===== config.mk =====
export PLATFORM = sky130hd
export DESIGN_NAME = fiber_access_16
export DESIGN_NICKNAME = d
export VERILOG_FILES = /design/src/rtl/fiber_access_16.sv
export SDC_FILE = /design/constraint.sdc
export NUM_CORES = 1
export LEC_CHECK = 0
export CAP_MARGIN = 0
export CORE_AREA = 5 5 143 145
export DETAILED_ROUTE_END_ITERATION = 12
export DIE_AREA = 0 0 148 150
export PLACE_DENSITY_LB_ADDON = 0.1
export SLEW_MARGIN = 0
export SYNTH_ARGS = -nofsm -noshare
export SYNTH_HDL_FRONTEND = slang
export SYNTH_SLANG_ARGS = --single-unit

===== constraint.sdc =====
create_clock -name clk -period 4 [get_ports clk]
set_input_delay 0.8 -clock clk [delete_from_list [all_inputs] [get_ports clk]]
set_output_delay 0.8 -clock clk [all_outputs]
set_load 0.05 [all_outputs]

===== src/rtl/fiber_access_16.sv =====
// fiber_access_16: a compressed-fiber write scanner and read scanner that share
// one external single-port SRAM. Buffet 0 holds the segment array and buffet 1
// holds the coordinate array. The write side fills a tile, then the read side
// walks the fibers selected by incoming positions.
module fiber_access_16 (
  input  logic        clk,
  input  logic        rst_n,                 // active-high despite the name
  input  logic        clk_en,
  input  logic        flush,
  input  logic        tile_en,
  input  logic        buffet_tile_en,
  input  logic        read_scanner_tile_en,
  input  logic        write_scanner_tile_en,
  input  logic [7:0]  buffet_buffet_capacity_log,    // expected 8'h88
  input  logic        write_scanner_compressed,      // expected 1
  input  logic        write_scanner_block_mode,
  input  logic        write_scanner_init_blank,
  input  logic        write_scanner_lowest_level,
  input  logic [15:0] write_scanner_stop_lvl,
  input  logic        read_scanner_block_mode,
  input  logic        read_scanner_dense,
  input  logic        read_scanner_lookup,
  input  logic        read_scanner_root,
  input  logic        read_scanner_spacc_mode,
  input  logic        read_scanner_do_repeat,
  input  logic        read_scanner_repeat_outer_inner_n,
  input  logic [15:0] read_scanner_dim_size,
  input  logic [15:0] read_scanner_inner_dim_offset,
  input  logic [15:0] read_scanner_repeat_factor,
  input  logic [15:0] read_scanner_stop_lvl,
  input  logic [16:0] write_scanner_data_in,
  input  logic        write_scanner_data_in_valid,
  output logic        write_scanner_data_in_ready,
  input  logic [16:0] write_scanner_addr_in,
  input  logic        write_scanner_addr_in_valid,
  output logic        write_scanner_addr_in_ready,
  input  logic [16:0] write_scanner_block_wr_in,
  input  logic        write_scanner_block_wr_in_valid,
  output logic        write_scanner_block_wr_in_ready,
  input  logic [16:0] read_scanner_us_pos_in,
  input  logic        read_scanner_us_pos_in_valid,
  output logic        read_scanner_us_pos_in_ready,
  output logic [16:0] read_scanner_coord_out,
  output logic        read_scanner_coord_out_valid,
  input  logic        read_scanner_coord_out_ready,
  output logic [16:0] read_scanner_pos_out,
  output logic        read_scanner_pos_out_valid,
  input  logic        read_scanner_pos_out_ready,
  output logic [16:0] read_scanner_block_rd_out,
  output logic        read_scanner_block_rd_out_valid,
  input  logic        read_scanner_block_rd_out_ready,
  output logic [8:0]  addr_to_mem,
  output logic [63:0] data_to_mem,
  output logic        wen_to_mem,
  output logic        ren_to_mem,
  input  logic [63:0] data_from_mem
);

  typedef enum logic [1:0] {W_INIT, W_WRITE, W_DONE} wr_state_e;
  typedef enum logic [2:0] {R_WAIT, R_GET, R_SEG0, R_SEG1, R_EMIT, R_STOP} rd_state_e;

  localparam logic [16:0] DONE_TOK = 17'h10100;

  wr_state_e   wr_state_q, wr_state_d;
  rd_state_e   rd_state_q, rd_state_d;
  logic [8:0]  n_q, n_d;
  logic [7:0]  k_q, k_d;
  logic [7:0]  p_q, p_d;
  logic [8:0]  ptr_q, ptr_d;
  logic [8:0]  end_q, end_d;
  logic        rd_pend_q, rd_pend_d;
  logic [16:0] coord_q, coord_d;
  logic        coord_vld_q, coord_vld_d;
  logic [16:0] pos_q, pos_d;
  logic        pos_vld_q, pos_vld_d;
  logic        live_q, live_d;

  logic        go, outs_free, tile_done;
  logic        wr_ready, pos_ready, wen, ren;
  logic [8:0]  waddr, raddr;
  logic [63:0] wdata;
  logic        wr_fire, pos_fire, coord_fire, pos_out_fire;
  logic        unused_inputs;

  // live_q holds the bus idle for one cycle after reset/flush, so the INIT
  // segment write can never appear while reset is asserted.
  assign go = clk_en & tile_en & buffet_tile_en & read_scanner_tile_en &
              write_scanner_tile_en & live_q & ~flush;
  assign outs_free = ~coord_vld_q & ~pos_vld_q;

  assign write_scanner_data_in_ready  = wr_ready & go;
  assign read_scanner_us_pos_in_ready = pos_ready & go;
  assign read_scanner_coord_out_valid = coord_vld_q & go;
  assign read_scanner_pos_out_valid   = pos_vld_q & go;
  assign read_scanner_coord_out       = coord_q;
  assign read_scanner_pos_out         = pos_q;
  assign wen_to_mem  = wen & go;
  assign ren_to_mem  = ren & go;
  assign addr_to_mem = ren_to_mem ? raddr : (wen_to_mem ? waddr : '0);
  assign data_to_mem = wen_to_mem ? wdata : '0;

  assign write_scanner_addr_in_ready     = 1'b0;
  assign write_scanner_block_wr_in_ready = 1'b0;
  assign read_scanner_block_rd_out       = '0;
  assign read_scanner_block_rd_out_valid = 1'b0;

  assign wr_fire      = write_scanner_data_in_valid & write_scanner_data_in_ready;
  assign pos_fire     = read_scanner_us_pos_in_valid & read_scanner_us_pos_in_ready;
  assign coord_fire   = read_scanner_coord_out_valid & read_scanner_coord_out_ready;
  assign pos_out_fire = read_scanner_pos_out_valid & read_scanner_pos_out_ready;

  assign unused_inputs = ^{buffet_buffet_capacity_log, write_scanner_compressed,
    write_scanner_block_mode, write_scanner_init_blank, write_scanner_lowest_level,
    write_scanner_stop_lvl, read_scanner_block_mode, read_scanner_dense,
    read_scanner_lookup, read_scanner_root, read_scanner_spacc_mode,
    read_scanner_do_repeat, read_scanner_repeat_outer_inner_n, read_scanner_dim_size,
    read_scanner_inner_dim_offset, read_scanner_repeat_factor, read_scanner_stop_lvl,
    write_scanner_addr_in, write_scanner_addr_in_valid, write_scanner_block_wr_in,
    write_scanner_block_wr_in_valid, read_scanner_block_rd_out_ready,
    data_from_mem[63:16]};

  // Ready and memory-request decode from current state and input tokens.
  always_comb begin
    wr_ready  = 1'b0;
    pos_ready = 1'b0;
    wen       = 1'b0;
    ren       = 1'b0;
    waddr     = '0;
    raddr     = '0;
    wdata     = '0;
    case (wr_state_q)
      W_INIT: wen = 1'b1;
      W_WRITE: begin
        wr_ready = write_scanner_data_in[16] | (n_q != 9'd256);
        if (write_scanner_data_in_valid && wr_ready) begin
          if (!write_scanner_data_in[16]) begin
            wen   = 1'b1;
            waddr = {1'b1, n_q[7:0]};
            wdata = {48'd0, write_scanner_data_in[15:0]};
          end else if (write_scanner_data_in != DONE_TOK) begin
            wen   = 1'b1;
            waddr = {1'b0, k_q + 8'd1};
            wdata = {55'd0, n_q};
          end
        end
      end
      default: ;
    endcase
    case (rd_state_q)
      R_GET: begin
        pos_ready = outs_free;
        if (read_scanner_us_pos_in_valid && outs_free && !read_scanner_us_pos_in[16]) begin
          ren   = 1'b1;
          raddr = {1'b0, read_scanner_us_pos_in[7:0]};
        end
      end
      R_SEG0: begin
        ren   = 1'b1;
        raddr = {1'b0, p_q + 8'd1};
      end
      R_EMIT: begin
        if (!rd_pend_q && outs_free && (ptr_q != end_q)) begin
          ren   = 1'b1;
          raddr = {1'b1, ptr_q[7:0]};
        end
      end
      // Only a stop is consumed here; anything else is left for GET.
      R_STOP: pos_ready = outs_free & read_scanner_us_pos_in[16] &
                          (read_scanner_us_pos_in != DONE_TOK);
      default: ;
    endcase
  end

  // Next-state logic for both FSMs, counters and the output token registers.
  always_comb begin
    wr_state_d  = wr_state_q;
    rd_state_d  = rd_state_q;
    n_d         = n_q;
    k_d         = k_q;
    p_d         = p_q;
    ptr_d       = ptr_q;
    end_d       = end_q;
    rd_pend_d   = rd_pend_q;
    coord_d     = coord_q;
    coord_vld_d = coord_vld_q;
    pos_d       = pos_q;
    pos_vld_d   = pos_vld_q;
    live_d      = ~flush;
    tile_done   = 1'b0;
    if (flush) begin
      wr_state_d  = W_INIT;
      rd_state_d  = R_WAIT;
      n_d         = '0;
      k_d         = '0;
      p_d         = '0;
      ptr_d       = '0;
      end_d       = '0;
      rd_pend_d   = 1'b0;
      coord_d     = '0;
      coord_vld_d = 1'b0;
      pos_d       = '0;
      pos_vld_d   = 1'b0;
    end else if (go) begin
      if (coord_fire)   coord_vld_d = 1'b0;
      if (pos_out_fire) pos_vld_d   = 1'b0;
      case (rd_state_q)
        R_WAIT: if (wr_state_q == W_DONE) rd_state_d = R_GET;
        R_GET: begin
          if (pos_fire) begin
            if (!read_scanner_us_pos_in[16]) begin
              p_d        = read_scanner_us_pos_in[7:0];
              rd_state_d = R_SEG0;
            end else begin
              coord_vld_d = 1'b1;
              pos_vld_d   = 1'b1;
              if (read_scanner_us_pos_in == DONE_TOK) begin
                coord_d    = DONE_TOK;
                pos_d      = DONE_TOK;
                tile_done  = 1'b1;
                rd_state_d = R_WAIT;
              end else begin
                coord_d = {1'b1, read_scanner_us_pos_in[15:0] + 16'd1};
                pos_d   = {1'b1, read_scanner_us_pos_in[15:0] + 16'd1};
              end
            end
          end
        end
        R_SEG0: begin
          ptr_d      = data_from_mem[8:0];
          rd_state_d = R_SEG1;
        end
        R_SEG1: begin
          end_d      = data_from_mem[8:0];
          rd_pend_d  = 1'b0;
          rd_state_d = R_EMIT;
        end
        R_EMIT: begin
          if (rd_pend_q) begin
            coord_d     = {1'b0, data_from_mem[15:0]};
            pos_d       = {8'd0, ptr_q};
            coord_vld_d = 1'b1;
            pos_vld_d   = 1'b1;
            ptr_d       = ptr_q + 9'd1;
            rd_pend_d   = 1'b0;
          end else if (outs_free) begin
            if (ptr_q == end_q) rd_state_d = R_STOP;
            else                rd_pend_d  = 1'b1;
          end
        end
        R_STOP: begin
          if (outs_free && read_scanner_us_pos_in_valid) begin
            coord_vld_d = 1'b1;
            pos_vld_d   = 1'b1;
            rd_state_d  = R_GET;
            if (pos_fire) begin
              coord_d = {1'b1, read_scanner_us_pos_in[15:0] + 16'd1};
              pos_d   = {1'b1, read_scanner_us_pos_in[15:0] + 16'd1};
            end else begin
              coord_d = 17'h10000;
              pos_d   = 17'h10000;
            end
          end
        end
        default: rd_state_d = R_WAIT;
      endcase
      case (wr_state_q)
        W_INIT: begin
          n_d        = '0;
          k_d        = '0;
          wr_state_d = W_WRITE;
        end
        W_WRITE: begin
          if (wr_fire) begin
            if (!write_scanner_data_in[16])                 n_d = n_q + 9'd1;
            else if (write_scanner_data_in == DONE_TOK)     wr_state_d = W_DONE;
            else                                            k_d = k_q + 8'd1;
          end
        end
        W_DONE: if (tile_done) wr_state_d = W_INIT;
        default: wr_state_d = W_INIT;
      endcase
    end
  end

  // State registers; clk_en freezes everything except a pending flush.
  always_ff @(posedge clk or posedge rst_n) begin
    if (rst_n) begin
      wr_state_q  <= W_INIT;
      rd_state_q  <= R_WAIT;
      n_q         <= '0;
      k_q         <= '0;
      p_q         <= '0;
      ptr_q       <= '0;
      end_q       <= '0;
      rd_pend_q   <= 1'b0;
      coord_q     <= '0;
      coord_vld_q <= 1'b0;
      pos_q       <= '0;
      pos_vld_q   <= 1'b0;
      live_q      <= 1'b0;
    end else if (clk_en || flush) begin
      wr_state_q  <= wr_state_d;
      rd_state_q  <= rd_state_d;
      n_q         <= n_d;
      k_q         <= k_d;
      p_q         <= p_d;
      ptr_q       <= ptr_d;
      end_q       <= end_d;
      rd_pend_q   <= rd_pend_d;
      coord_q     <= coord_d;
      coord_vld_q <= coord_vld_d;
      pos_q       <= pos_d;
      pos_vld_q   <= pos_vld_d;
      live_q      <= live_d;
    end
  end

endmodule


==> key figures, run 1 <==
Worst setup path
  – Cell repeated most along the worst path: or4_4
  – Reg2Reg Depth: 6
  – Slowest cell on the critical path: or4_4
  – Reg-to-Reg End: read_scanner_coord_out[14]
  – CP startpoint kind: primary input
  – FF-to-FF setup slack: approximately 1.4 ns
  – Worst endpoint required time: 3.20 ns
  – CP bufs+invs: 2
  – Reg2reg start: rd_state_q[1]
  – Cells along the critical path: clkdlybuf4s50_1 > or4_4 > or4_4 > nand3_2 > a2bb2oi_1 > mux2i_1 > buf_12
  – Critical path class: primary input to primary output
  – Arr. time, crit path: around 3.1 ns
  – Family with the most delay on the worst path: simple AND/OR/NAND/NOR gates
  – Max Fanout on Critical Path: 3
  – CP max stage delay: approximately 0.59 ns
  – CP Capture Type: primary output

Power and ir drop
  – Static Leak: ~3.5 nW
  – VDD IR max: roughly 0.00014 V
  – PwrDens: between 200 and 300 mW/mm²

Floorplan
  – Initial Util: 0.317
  – Num ports: ~380
  – Die Wd: about 150 µm
  – Num rows: slightly above 50
  – CORE AREA: roughly 0.019 mm²
  – Die height: approximately 150 µm
  – Die area: about 0.022 mm²

Final layout
  – Layout cells sized above 1: 0.142
  – Synth-to-layout area growth: 33.6%
  – Fillers: ~1,900
  – FF/Latch Area: around 0.0021 mm²
  – N_diodes: 0
  – Non-filler cells in the finished layout: 1,057
  – Final Net Count: 1,067
  – Multi-input logic area: roughly 0.0034 mm²

Clock tree
  – CTS H-tree lvls: 3
  – Worst-path clk slew: approximately 0.06 ns
  – Skew-Pair Late Insertion Delay: 0.35 ns
  – Clk sinks: 85
  – CTS Buffer Depth: 2
  – CTS tree: built
  – Number of gates resized after CTS: 0
  – Clock root buffer: clkbuf_16
  – Hold Buf Count CTS: 0
  – CTS buffer count: 9
  – Post-CTS Setup Inserts: 0

STA
  – Slew HR: 0.468
  – Clock skew: between 0.01 and 0.015 ns
  – Period utilization: 0.963
  – Fin crit period: between 3 and 4 ns
  – Fin Hold WS: between 0.4 and 0.5 ns
  – RSZ-0062 raised after global routing: no
  – Max Slew Vio Count: 0
  – Final Hold Vio Count: 0
  – Final setup fails: 0
  – Worst slew pin tran: between 0.7 and 0.8 ns
  – Fin worst setup slack: 0.147 ns
  – Setup TNS: 0 ns
  – Max Clock Freq: 260 MHz

Global route
  – Grt total ovfl: 0
  – Met3 Use GR: 0.0466
  – Most Crowded Layer GR: met2
  – M2 GR Usage: 0.300
  – First-pass GRT wire length: about 32 mm
  – Vias in the first global route: around 5,500
  – Met1 Usage GRT: 0.249
  – Largest net degree at the start of global routing: 39
  – Total track usage: 0.188
  – Initial antenna violation count: 1

Yosys
  – Post-Syn Area: just over 0.006 mm²
  – Synth Instances: 677
  – #FFs+latches synth: between 80 and 90
  – Synth unique cells: roughly 80
  – Yosys warns: 0
  – Ys flop type: dfrtp_1
  – Post-synth EDFFs: 0
  – Sequential share of the synthesized area: 0.352
  – Avg Inst Size Synth: 8.93 µm²
  – Synth async-reset ratio: 1.00

Routing
  – WL/cell: between 20 and 25 µm
  – Post-route ant nets: 0
  – Iter 0 DRT Violations: 288
  – DR pass1 iterations: 5
  – Post-route DRC: 0
  – Vias: ~5,600
  – Post-Route WL: 21.2 mm
  – Vias per cell: between 5 and 6

Place
  – RD Place Congestion: about 0.85
  – PortBufs: between 100 and 150
  – Placed Cells: 1,041
  – Place WS: 0.127 ns
  – DP HPWL: between 15 and 20 mm

Worst hold path
  – Hold Crit Class: register to register
  – Hold_sp: read_scanner_pos_out[12]
  – Worst Hold Path EP: read_scanner_pos_out[12]
  – Hold path depth: 2

Run status
  – Run status: complete, no violations

Flow run
  – # Max-Cap Violations: 0
sequential cells by signal (all words and copies together), names as in the netlist:
signal / cells
ptr_q: 9
coord_vld_q: 1
p_q: 8
pos_vld_q: 1
k_q: 8
wr_state_q: 2
read_scanner_coord_out: 17
live_q: 1
rd_state_q: 3
read_scanner_pos_out: 16
n_q: 9
rd_pend_q: 1
end_q: 9
worst reg2reg max path, cell delays in order (launching register included):
cell and delay, ns:
dfrtp_1 0.45, buf_4 0.20, or3b_1 0.60, a2111o_1 0.50, nor3_2 0.53, a22oi_1 0.14, o21ai_0 0.12
cell usage in the layout (no fill, tap or decap), types with 7 or more instances in the layout:
master and count:
buf_4 37, clkdlybuf4s50_1 95, o21ai_0 39, inv_1 17
nor3_1 17, nand2_1 63, a22o_1 10, o31ai_1 7
nand4_1 15, mux2i_1 17, a21oi_1 22, buf_12 31
a222oi_1 8, xnor2_1 23, xor2_1 14, clkbuf_16 9
a221oi_1 9, ha_1 7, a21o_1 9, and3_1 24
nand3_1 16, a221o_1 13, nand2b_1 7, conb_1 68
dfrtp_1 85, nor2b_1 8, nor2_1 34
cell usage after synthesis, drive strengths merged, types with 4 or more instances:
cell type | instances | area, µm²
o21ai | 42 | 218
xnor2 | 23 | 201
or2 | 4 | 25.0
nand2b | 7 | 43.8
a22o | 10 | 87.6
a221o | 13 | 130
nor4 | 6 | 52.6
mux2i | 17 | 170
nor4b | 5 | 50.0
and4 | 4 | 35.0
nor2 | 36 | 138
o41ai | 4 | 53.8
nor3 | 19 | 105
nor2b | 8 | 50.1
a222oi | 8 | 80.1
a221oi | 9 | 78.8
o22ai | 4 | 25.0
and2 | 5 | 31.3
xor2 | 14 | 123
inv | 18 | 67.6
a31oi | 7 | 65.1
ha | 7 | 87.6
clkbuf | 22 | 82.6
nand2 | 63 | 236
nor3b | 4 | 35.0
a21oi | 24 | 128
nand4 | 16 | 106
a22oi | 4 | 30.0
dfrtp | 85 | 2130
o31ai | 8 | 65.1
buf | 82 | 589
and3 | 24 | 150
or4 | 6 | 52.6
a21o | 9 | 67.6
nand3 | 17 | 90.1
report_power, final:
group	total, mW	switching (mW)	internal [mW]
registers	0.874	0.00830	0.866
clock network	0.863	0.375	0.488
logic	0.367	0.267	0.100
total	2.10	0.650	1.45
logic make-up (layout without fill, tap and decap cells):
kind of cell,count (synthesis),count (layout),synth area share
xor gates and xnor gates,37,37,0.0536
muxes,19,19,0.0319
and+or+nand+nor,233,233,0.211
adders and majority gates,7,7,0.0145
other,1,68,0.000620
AOI/OAI and AO/OA,172,172,0.213
buffers and inverters,123,198,0.123
DFF,85,85,0.352
metal layers:
metal / part of all wire / vias up
met5: 0.00038 / -
met1: 0.45 / 2721
met4: 0.022 / 2
met3: 0.070 / 24
li1: - / 2639
met2: 0.46 / 215
through the flow:
step / power, mW / area [µm²] / utilization
3_5_place_dp: 1.26 / 7780 / 0.408
4_1_cts: 2.13 / 8080 / 0.423
3_3_place_gp: 1.25 / 7780 / 0.408
2_1_floorplan: 1.18 / 6300 / -
5_1_grt: 2.18 / 8080 / 0.423
6_report: 2.10 / 8080 / 0.423
worst max path at each step:
| stage | startpoint | to | slack [ns] | cells after the start |
|---|---|---|---|---|
| 2_1_floorplan | flush | addr_to_mem[8] | 0.12 | 6 |
| 3_3_place_gp | write_scanner_data_in[0] | data_to_mem[5] | 0.13 | 6 |
| 3_5_place_dp | write_scanner_data_in[8] | addr_to_mem[0] | 0.13 | 7 |
| 4_1_cts | write_scanner_data_in[8] | data_to_mem[6] | 0.11 | 6 |
| 5_1_grt | write_scanner_data_in[0] | addr_to_mem[8] | 0.06 | 8 |
| 6_report | write_scanner_data_in[0] | addr_to_mem[0] | 0.15 | 7 |
final cells by class:
cell class | count | area share
Sequential cell | 85 | 0.263
Multi-Input combinational cell | 536 | 0.425
Clock inverter | 7 | 0.00883
Clock buffer | 9 | 0.0279
Inverter | 19 | 0.00898
Timing Repair Buffer | 163 | 0.229
Tap cell | 238 | 0.0369
Note: power is estimated with default switching activity, not from simulation.
==> run 2, diff against run 1 <==
--- a/config.mk
+++ b/config.mk
@@ -10,6 +10,7 @@
 export DETAILED_ROUTE_END_ITERATION = 12
 export DIE_AREA = 0 0 148 150
 export PLACE_DENSITY_LB_ADDON = 0.1
+export SKIP_LAST_GASP = 1
 export SLEW_MARGIN = 0
 export SYNTH_ARGS = -nofsm -noshare
 export SYNTH_HDL_FRONTEND = slang
==> results of run 2 <==
No change in the layout: final DEF, timing and power equal those of run 1.
==> run 3, diff against run 2 <==
--- a/config.mk
+++ b/config.mk
@@ -6,9 +6,10 @@
 export NUM_CORES = 1
 export LEC_CHECK = 0
 export CAP_MARGIN = 0
-export CORE_AREA = 5 5 143 145
+export CORE_ASPECT_RATIO = 0.75
+export CORE_MARGIN = 5
+export CORE_UTILIZATION = 34
 export DETAILED_ROUTE_END_ITERATION = 12
-export DIE_AREA = 0 0 148 150
 export PLACE_DENSITY_LB_ADDON = 0.1
 export SKIP_LAST_GASP = 1
 export SLEW_MARGIN = 0
==> constraint.sdc (replaced) <==
create_clock -name clk -period 3.5 [get_ports clk]
set_input_delay 0.7 -clock clk [delete_from_list [all_inputs] [get_ports clk]]
set_output_delay 0.7 -clock clk [all_outputs]
set_load 0.05 [all_outputs]
==> run 3 against run 2 <==
Clock skew down 0.0031 ns. Routed wire length is 5.2% higher. Non-clock buffer count rose by 41. Global-route usage rose by 2.5 points. Die area down 7.3%. Utilization rose by 6.2 points. Register-to-register slack worse by 0.28 ns. Hold slack better by 0.00068 ns. Highest routed layer is now met4.
==> key figures, run 3 (synthesis results as in run 1) <==
Routing
  – Post-route DRC: 0 (unchanged)
  – Post-route ant nets: 0 (unchanged)
  – Post-Route WL: 22.3 mm (was 21.2 mm)
  – WL/cell: 20.2 µm (was 20.0 µm)
  – Vias: 5,893 (was 5,601)
  – Vias per cell: 5.34 (was 5.30)
  – Iter 0 DRT Violations: 647 (was 288)
  – DR pass1 iterations: 5 (unchanged)

Floorplan
  – CORE AREA: 0.0176 mm² (was 0.0191 mm²)
  – Num rows: 42 (was 51)
  – Num ports: 379 (unchanged)
  – Die height: 125 µm (was 150 µm)
  – Die area: 0.0206 mm² (was 0.0222 mm²)
  – Die Wd: 164 µm (was 148 µm)
  – Initial Util: 0.344 (was 0.317)

Power and ir drop
  – Power Total: 2.43 mW (was 2.10 mW)
  – Clock share of power: 0.405 (was 0.410)
  – Reg power frac: 0.410 (was 0.416)
  – Combinational Power Share: 0.184 (was 0.174)
  – Pint: 1.68 mW (was 1.45 mW)
  – Static Leak: 3.77 nW (was 3.50 nW)
  – P_sw: 0.754 mW (was 0.650 mW)
  – PwrDens: 285 mW/mm² (was 260 mW/mm²)
  – VDD IR max: 0.000195 V (was 0.000139 V)
  – Switching Share: 0.310 (was 0.309)

Clock tree
  – CTS H-tree lvls: 3 (unchanged)
  – Clock root buffer: clkbuf_16 (unchanged)
  – Hold Buf Count CTS: 0 (unchanged)
  – Skew-Pair Late Insertion Delay: 0.35 ns (about the same)
  – CTS Buffer Depth: 2 (unchanged)
  – Worst-path clk slew: 0.07 ns (was 0.06 ns)
  – Clk sinks: 85 (unchanged)
  – CTS buffer count: 9 (unchanged)
  – CTS tree: built (unchanged)

Worst setup path
  – Cells along the critical path: dlygate4sd2_1 > or4b_4 > or4_4 > nand3_4 > a2bb2oi_2 > mux2i_1 > bufbuf_16 (was clkdlybuf4s50_1 > or4_4 > or4_4 > nand3_2 > a2bb2oi_1 > mux2i_1 > buf_12)
  – Reg2reg start: n_q[0] (was rd_state_q[1])
  – Reg2Reg Depth: 8 (was 6)
  – Critical path class: primary input to primary output (unchanged)
  – Worst endpoint required time: 2.80 ns (was 3.20 ns)
  – Arr. time, crit path: 2.76 ns (was 3.05 ns)
  – CP Capture Type: primary output (unchanged)
  – Reg-to-Reg End: n_q[7] (was read_scanner_coord_out[14])
  – CP startpoint kind: primary input (unchanged)
  – FF-to-FF setup slack: 1.10 ns (was 1.38 ns)
  – CP bufs+invs: 2 (unchanged)
  – CP max stage delay: 0.56 ns (was 0.59 ns)
  – Max Fanout on Critical Path: 4 (was 3)
  – Slowest cell on the critical path: or4b_4 (was or4_4)
  – Family with the most delay on the worst path: simple AND/OR/NAND/NOR gates (unchanged)

Place
  – Place WS: -0.250 ns (was 0.127 ns)
  – RD Place Congestion: 0.969 (was 0.847)
  – Placed Cells: 1,082 (was 1,041)
  – PortBufs: 126 (unchanged)
  – Post-placement cell area: 0.00808 mm² (was 0.00778 mm²)
  – DP HPWL: 17.7 mm (was 16.7 mm)

STA
  – Setup TNS: 0 ns (unchanged)
  – Period utilization: 0.988
  – Worst slew pin tran: 1.04 ns (was 0.797 ns)
  – Final setup fails: 0 (unchanged)
  – Slew HR: 0.305 (was 0.468)
  – Final Hold Vio Count: 0 (unchanged)
  – Fin crit period: around 3.5 ns
  – Fin worst setup slack: 0.0415 ns (was 0.147 ns)
  – Clock skew: 0.00733 ns (was 0.0104 ns)
  – Max Slew Vio Count: 0 (unchanged)
  – Max Clock Freq: 289 MHz

Global route
  – Vias in the first global route: 5,711 (was 5,457)
  – First-pass GRT wire length: 33.8 mm (was 32.4 mm)
  – Grt total ovfl: 0 (unchanged)
  – Total track usage: 0.212 (was 0.188)
  – Largest net degree at the start of global routing: 46 (was 39)
  – Initial antenna violation count: 2 (was 1)

Final layout
  – Most frequent cells in the layout: dfrtp_1 (85), clkdlybuf4s50_1 (78), buf_4 (75) (was clkdlybuf4s50_1 (95), dfrtp_1 (85), conb_1 (68))
  – Final Net Count: 1,108 (was 1,067)
  – Most common cell after layout, fill and taps aside: dfrtp_1 (was clkdlybuf4s50_1)
  – Synth-to-layout area growth: 41.0% (was 33.6%)
  – Non-filler cells in the finished layout: 1,104 (was 1,057)
  – Number of flip-flops in the largest register: 17 (unchanged)
  – Post-Layout Inst Area: 0.00852 mm² (was 0.00808 mm²)
  – Layout cells sized above 1: 0.200 (was 0.142)

Worst hold path
  – Hold_sp: read_scanner_pos_out[2] (was read_scanner_pos_out[12])
  – Hold Crit Class: register to register (unchanged)
  – Worst Hold Path EP: read_scanner_pos_out[2] (was read_scanner_pos_out[12])
  – Hold path depth: 2 (unchanged)

Run status
  – Run status: complete, no violations (unchanged)

Flow run
  – # Max-Cap Violations: 0 (unchanged)
==> run 3: cell count changes in the layout (fill, tap and decap cells not counted), sizes merged, moves of 5 or more <==
cell	delta
buf	+40
dlygate4sd2	+10
dlymetal6s2s	+5
clkdlybuf4s50	-17
==> run 3: power groups by stage <==
stage	Sequential, mW	Combinational [mW]	Clock [mW]
floorplan	1.02	0.319	0
global placement	1.02	0.442	0
detailed placement	1.02	0.446	0
CTS	0.997	0.444	1.00
global route	0.998	0.476	1.05
finish	0.998	0.448	0.985
==> run 3: routing by layer <==
layer	up-vias	GRT usage	wire length (µm)
li1	2716	-	-
met1	2878	0.318	10400
met2	261	0.305	9530
met3	38	0.0362	1580
met4	0	0.0794	765
met5	-	0	0
==> run 3: what timing repair did <==
action                                  CTS  global route
cloned                                    0             1
resized for setup                        19            21
endpoints found under the setup margin   19            18
setup buffers                             0             3
pin swaps                                 0             6
==> run 3: tightest hold or removal path, stage by stage (launching register included) <==
cell     delay [ns]
dfrtp_1        0.34
nand2_1        0.05
o21ai_0        0.06
==> run 3: layout make-up <==
type,count,area [µm²]
Fill cell,1672,9030
Multi-Input combinational cell,536,3530
Timing Repair Buffer,204,2180
Sequential cell,85,2130
Tap cell,242,303
Clock buffer,10,229
Inverter,19,72.6
Clock inverter,6,71.3
Antenna cell,2,5.00
==> run 3: worst max path at each step <==
stage | depth (start not counted) | from | end
floorplan | 6 | flush | data_to_mem[0]
global placement | 7 | write_scanner_data_in[0] | data_to_mem[8]
detailed placement | 7 | write_scanner_data_in[0] | data_to_mem[8]
CTS | 7 | tile_en | addr_to_mem[5]
global route | 7 | write_scanner_data_in[9] | addr_to_mem[0]
finish | 7 | write_scanner_data_in[9] | addr_to_mem[0]
==> run 3: stage by stage <==
| stage | hold WS [ns] | utilization |
|---|---|---|
| finish | 0.477 | 0.486 |
| global route | 0.498 | 0.486 |
| CTS | 0.486 | 0.479 |
| detailed placement | 0.471 | 0.461 |
| global placement | 0.464 | 0.461 |
| floorplan | 0.460 | - |
